### config.mk
export PLATFORM = sky130hd
export DESIGN_NAME = mas_adder_share_arbiter
export DESIGN_NICKNAME = d
export VERILOG_FILES = /design/src/rtl/mas_arith_pkg.sv /design/src/rtl/mas_ripple_carry_adder_16b.sv /design/src/rtl/mas_rr_arbiter.sv /design/src/rtl/mas_adder_share_arbiter.sv
export SDC_FILE = /design/constraint.sdc
export NUM_CORES = 1
export LEC_CHECK = 0
export ABC_AREA = 1
export BUFFER_PORTS_ARGS = -buffer_cell sky130_fd_sc_hd__clkbuf_2
export CAP_MARGIN = 30
export CORE_MARGIN = 2
export CORE_UTILIZATION = 51
export CTS_CLUSTER_DIAMETER = 100
export CTS_CLUSTER_SIZE = 10
export DETAILED_ROUTE_END_ITERATION = 10
export PLACE_DENSITY = 0.88
export SETUP_SLACK_MARGIN = 0.3
export SLEW_MARGIN = 10
export SYNTH_ARGS = -nofsm -noshare
export SYNTH_HDL_FRONTEND = slang
export SYNTH_HIERARCHICAL = 1
export SYNTH_SLANG_ARGS = --single-unit
### constraint.sdc
create_clock -name clk -period 20.1 [get_ports clk]
set_input_delay 1.005 -clock clk [delete_from_list [all_inputs] [get_ports clk]]
set_output_delay 1.005 -clock clk [all_outputs]
set_load 0.05 [all_outputs]
### src/rtl/mas_arith_pkg.sv
// rtl/mas_arith_pkg.sv - shared arithmetic word and sum types for the MAS adder slice
package mas_arith_pkg;

  localparam int MAS_ADD_W = 16;

  typedef logic [MAS_ADD_W-1:0] mas_word_t;

  typedef struct packed {
    mas_word_t res;
    logic      cout;
  } mas_sum_t;

endpackage

### src/rtl/mas_ripple_carry_adder_16b.sv
// rtl/mas_ripple_carry_adder_16b.sv - 16-bit ripple-carry adder, {cout,sum} = a + b + cin
module mas_ripple_carry_adder_16b
  import mas_arith_pkg::*;
(
  input  logic [MAS_ADD_W-1:0] a_i,
  input  logic [MAS_ADD_W-1:0] b_i,
  input  logic                 cin_i,
  output logic [MAS_ADD_W-1:0] sum_o,
  output logic                 cout_o
);

  logic [MAS_ADD_W:0] carry;

  assign carry[0] = cin_i;

  for (genvar i = 0; i < MAS_ADD_W; i++) begin : g_fa
    assign sum_o[i]     = a_i[i] ^ b_i[i] ^ carry[i];
    assign carry[i + 1] = (a_i[i] & b_i[i]) | (carry[i] & (a_i[i] ^ b_i[i]));
  end

  assign cout_o = carry[MAS_ADD_W];

endmodule

### src/rtl/mas_rr_arbiter.sv
// rtl/mas_rr_arbiter.sv - combinational round-robin pick: first set req at or above ptr, wrapping
module mas_rr_arbiter #(
  parameter  int N   = 4,
  localparam int IDW = $clog2(N)
) (
  input  logic [N-1:0]   req,
  input  logic [IDW-1:0] ptr,
  input  logic           en,
  output logic [N-1:0]   gnt,
  output logic [IDW-1:0] gnt_idx
);

  logic           found;
  logic [IDW:0]   pos;
  logic [IDW-1:0] cand;

  // gnt_idx falls back to 0 when nothing is requested so the operand mux has a defined select
  always_comb begin
    found   = 1'b0;
    gnt_idx = '0;
    pos     = '0;
    cand    = '0;
    for (int off = 0; off < N; off++) begin
      pos = {1'b0, ptr} + (IDW + 1)'(off);
      if (pos >= (IDW + 1)'(N)) begin
        pos = pos - (IDW + 1)'(N);
      end
      cand = pos[IDW-1:0];
      if (!found && req[cand]) begin
        found   = 1'b1;
        gnt_idx = cand;
      end
    end
  end

  assign gnt = (found && en) ? (N'(1) << gnt_idx) : '0;

endmodule

### src/rtl/mas_adder_share_arbiter.sv
// rtl/mas_adder_share_arbiter.sv - round-robin sharing of one 16-bit adder with a registered response
module mas_adder_share_arbiter
  import mas_arith_pkg::*;
#(
  parameter  int NUM_REQ = 4,
  localparam int ID_W    = $clog2(NUM_REQ)
) (
  input  logic                    clk,
  input  logic                    rst_n,
  input  logic [NUM_REQ-1:0]      req_valid,
  output logic [NUM_REQ-1:0]      req_ready,
  input  logic [NUM_REQ*16-1:0]   req_in1,
  input  logic [NUM_REQ*16-1:0]   req_in2,
  input  logic [NUM_REQ-1:0]      req_cin,
  output logic                    rsp_valid,
  input  logic                    rsp_ready,
  output logic [ID_W-1:0]         rsp_id,
  output logic [MAS_ADD_W-1:0]    rsp_res,
  output logic                    rsp_cout,
  output logic [15:0]             op_count
);

  logic                 rsp_valid_q, rsp_valid_d;
  mas_sum_t             sum_q, sum_d;
  logic [ID_W-1:0]      id_q, id_d;
  logic [ID_W-1:0]      rr_ptr_q, rr_ptr_d;
  logic [15:0]          cnt_q, cnt_d;

  logic                 can_accept;
  logic                 accept;
  logic [NUM_REQ-1:0]   gnt;
  logic [ID_W-1:0]      gnt_idx;
  mas_word_t            op_a, op_b;
  logic                 op_cin;
  mas_word_t            add_sum;
  logic                 add_cout;

  // Gating with rst_n keeps req_ready low for the whole time reset is asserted
  assign can_accept = !rsp_valid_q || rsp_ready;

  mas_rr_arbiter #(.N(NUM_REQ)) u_arb (
    .req     (req_valid),
    .ptr     (rr_ptr_q),
    .en      (can_accept && rst_n),
    .gnt     (gnt),
    .gnt_idx (gnt_idx)
  );

  assign accept = |(req_valid & gnt);

  always_comb begin
    op_a   = req_in1[15:0];
    op_b   = req_in2[15:0];
    op_cin = req_cin[0];
    for (int i = 0; i < NUM_REQ; i++) begin
      if (gnt_idx == ID_W'(i)) begin
        op_a   = req_in1[16*i +: 16];
        op_b   = req_in2[16*i +: 16];
        op_cin = req_cin[i];
      end
    end
  end

  mas_ripple_carry_adder_16b u_add (
    .a_i    (op_a),
    .b_i    (op_b),
    .cin_i  (op_cin),
    .sum_o  (add_sum),
    .cout_o (add_cout)
  );

  always_comb begin
    rsp_valid_d = rsp_valid_q;
    sum_d       = sum_q;
    id_d        = id_q;
    rr_ptr_d    = rr_ptr_q;
    cnt_d       = cnt_q;

    if (rsp_valid_q && rsp_ready && (cnt_q != 16'hFFFF)) begin
      cnt_d = cnt_q + 16'd1;
    end

    if (accept) begin
      rsp_valid_d = 1'b1;
      sum_d.res   = add_sum;
      sum_d.cout  = add_cout;
      id_d        = gnt_idx;
      rr_ptr_d    = (gnt_idx == ID_W'(NUM_REQ - 1)) ? '0 : gnt_idx + ID_W'(1);
    end else if (rsp_ready) begin
      rsp_valid_d = 1'b0;
    end
  end

  always_ff @(posedge clk or negedge rst_n) begin
    if (!rst_n) begin
      rsp_valid_q <= 1'b0;
      sum_q       <= '0;
      id_q        <= '0;
      rr_ptr_q    <= '0;
      cnt_q       <= '0;
    end else begin
      rsp_valid_q <= rsp_valid_d;
      sum_q       <= sum_d;
      id_q        <= id_d;
      rr_ptr_q    <= rr_ptr_d;
      cnt_q       <= cnt_d;
    end
  end

  assign req_ready = gnt;
  assign rsp_valid = rsp_valid_q;
  assign rsp_id    = id_q;
  assign rsp_res   = sum_q.res;
  assign rsp_cout  = sum_q.cout;
  assign op_count  = cnt_q;

endmodule

==> impl_metrics.csv <==
group,metric,value,unit
clock_tree,clk_latency,0.29,ns
floorplan,initial_core_util,52.9,%
synthesis,syn-num-nets,694,
floorplan,rows,30,
timing,rsz0062_at_grt,"false",
critical_path,rr_worst_depth,37,
synthesis,synth_mux_area_share,0,%
clock_tree,cts_tree,"built",
final_layout,layout_common_cells,"178 x clkbuf_2, 157 x nand2_1, 84 x nor2_1, 42 x inv_1, 38 x dfrtp_1",
timing,max_slew_margin,59.5,%
global_route,track_usage,28.9,%
synthesis,synthArstFlopShare,100,%
placement,gp_congestion,0.904,
synthesis,synth_ff_type,"dfrtp_1",
placement,io_buffers,178,
global_route,grt_pass1_wl,17900,um
final_layout,diodes,0,
timing,min_period_over_period,47.3,%
drt,ant_nets,0,
clock_tree,postCtsResizedCells,0,
drt,dr.first_iter.drc_count,269,
drt,drc,0,
clock_tree,cts_hold_buffers,0,
final_layout,n_fill_cell,574,
synthesis,syn-instance-count,535,
synthesis,synth_edf_count,0,
critical_path,slowest_delay,0.42,ns
clock_tree,clk_path_buf_depth,2,
placement,detailed_place_hpwl,8880,um
timing,tns,0,ns
clock_tree,cts_buffers,5,
timing,min_period,9.50,ns
critical_path,cp_data_arrival_time,9.73,ns
drt,wl_per_cell,14.0,um
final_layout,seq_area,951,um^2
hold_path,hp-class,"flip-flop to flip-flop",
clock_tree,path_clk_slew,0.08,ns
global_route,grt_max_degree,67,
floorplan,coreArea,6830,um^2
synthesis,synth_warnings,6,
final_layout,design_area,4710,um^2
floorplan,die_w,88.2,um
critical_path,crit_required,20.33,ns
timing,fmax,0.105,GHz
outcome,status,"completed",
critical_path,crit_end,"rsp_res[15]",
drt,drt_first_pass_iters,5,
final_layout,multiInputGateArea,2340,um^2
synthesis,post-synth-top-area-cell,"dfrtp_1",
synthesis,synthAdderAreaFrac,10.2,%
global_route,antenna_found_initial,0,
final_layout,final_common_cell,"clkbuf_2",
clock_tree,post_cts_buffers,0,
synthesis,syn_area_per_cell,6.76,um^2
synthesis,synth.cell_area,3620,um^2
placement,dpl-instance-area,4540,um^2
timing,drv_slew,0,
floorplan,die_area,7780,um^2
global_route,grt-ovfl-total,0,
synthesis,yosys_register_bits,38,
synthesis,synth-xor-area-share,1.45,%
job,maxCapViolations,0,
placement,dpl_worst_slack,10.38,ns
final_layout,layout-drive-gt1-share,31.2,%
critical_path,endpoint_kind,"flip-flop",
floorplan,die_height,88.2,um
final_layout,nets,860,
clock_tree,cts_root_buffer,"clkbuf_8",
drt,wl,11100,um
floorplan,io_pins,179,
synthesis,synth_top_area_share,26.3,%
critical_path,critPathMaxFanout,34,
critical_path,crit_type,"primary input to flip-flop",
timing,setup_viol,0,
critical_path,cp-start-kind,"primary input",
timing,layout_setup_ws,10.60,ns
final_layout,area_growth,30.2,%
critical_path,crit_slowest_cell,"fa_1",
critical_path,r2r_start,"rr_ptr_q[0]",
drt,vias_per_cell,5.31,
synthesis,synth_compound_area_share,20.9,%
synthesis,synthTopCellsByArea,"dfrtp_1 26%, nand2_1 16%, fa_1 8.9%",
synthesis,synth_top_family_by_area,"simple AND/OR/NAND/NOR gates",
timing,clock_skew,0.0102,ns
synthesis,ys_types,30,
clock_tree,clock-sinks,38,
drt,dr_total_vias,4237,
critical_path,cpMostUsedCell,"fa_1",
critical_path,reg2reg_slack,10.78,ns
critical_path,startpoint,"req_valid[3]",
critical_path,r2r_end,"rsp_res[15]",
timing,worstMarginPinSlew,0.608,ns
global_route,grt_pass1_vias,3959,
synthesis,yosys.area_share.simple,32.2,%
clock_tree,htreeDepth,2,
synthesis,yosysSeqAreaShare,26.3,%
timing,hold_viol,0,
area by class of cell:
class | count | share of cell area [%]
multi-input combinational | 422 | 49.8
timing repair buffer | 185 | 20.5
sequential | 38 | 20.2
inverter | 49 | 4.07
tap | 96 | 2.55
clock buffer | 5 | 1.46
clock inverter | 3 | 1.46
stage by stage:
step,std cells,hold slack (ns),util (%)
final,798,0.480,68.9
after global routing,798,0.511,68.9
after CTS,796,0.487,68.4
after detailed placement,788,0.465,66.4
after global placement,788,0.463,66.4
after floorplan,535,0.475,-
worst max-delay path, delay by kind of cell:
kind / cells / cell delay, ns
buf+inv: 10 / 1.34
simple gates: 10 / 0.96
fa+ha+maj: 17 / 6.19
compound gates: 2 / 0.22
how the worst min path moves through the flow:
stage,endpoint,startpoint,depth (start not counted),slack [ns]
after floorplan,rr_ptr_q[0],rr_ptr_q[0],2,0.47
after global placement,rsp_res[0],rsp_res[0],2,0.46
after detailed placement,rsp_res[9],rsp_res[9],2,0.46
after CTS,rsp_res[9],rsp_res[9],2,0.49
after global routing,rsp_res[2],rsp_res[2],2,0.51
final,rsp_res[9],rsp_res[9],2,0.48
registers in the layout (all words and copies together), names as in the netlist:
register,count
op_count,16
rsp_valid,1
rsp_cout,1
rr_ptr_q,2
rsp_id,2
rsp_res,16
synth_stat cells (5+ instances only):
| master | number |
|---|---|
| dfrtp_1 | 38 |
| buf_2 | 13 |
| nand4_1 | 5 |
| o21ai_0 | 13 |
| fa_1 | 16 |
| o21a_1 | 34 |
| nor2_1 | 84 |
| a21oi_1 | 33 |
| clkbuf_1 | 9 |
| o31ai_1 | 33 |
| nand2_2 | 10 |
| nand2_1 | 157 |
| xnor2_1 | 6 |
| nand3_1 | 13 |
| inv_2 | 5 |
| inv_1 | 42 |
kinds of logic after synthesis:
kind of cell             Yosys count
AND/OR/NAND/NOR                  280
AO/OA/AOI/OAI                    116
buffers and inverters             75
flip-flops                        38
adder cells (fa/ha/maj)           20
XOR/XNOR                           6
layer usage:
layer	track usage [%]	up-vias	share of wire (%)
met5	0	-	0
met4	9.37	0	2.7
met3	4.76	28	6.5
met2	49.6	184	52
met1	37.3	1970	39
li1	-	2055	-
Power is left out: the tool's default activity adds up to more than one toggle a clock period on the data nets, which glitch-free logic cannot reach.
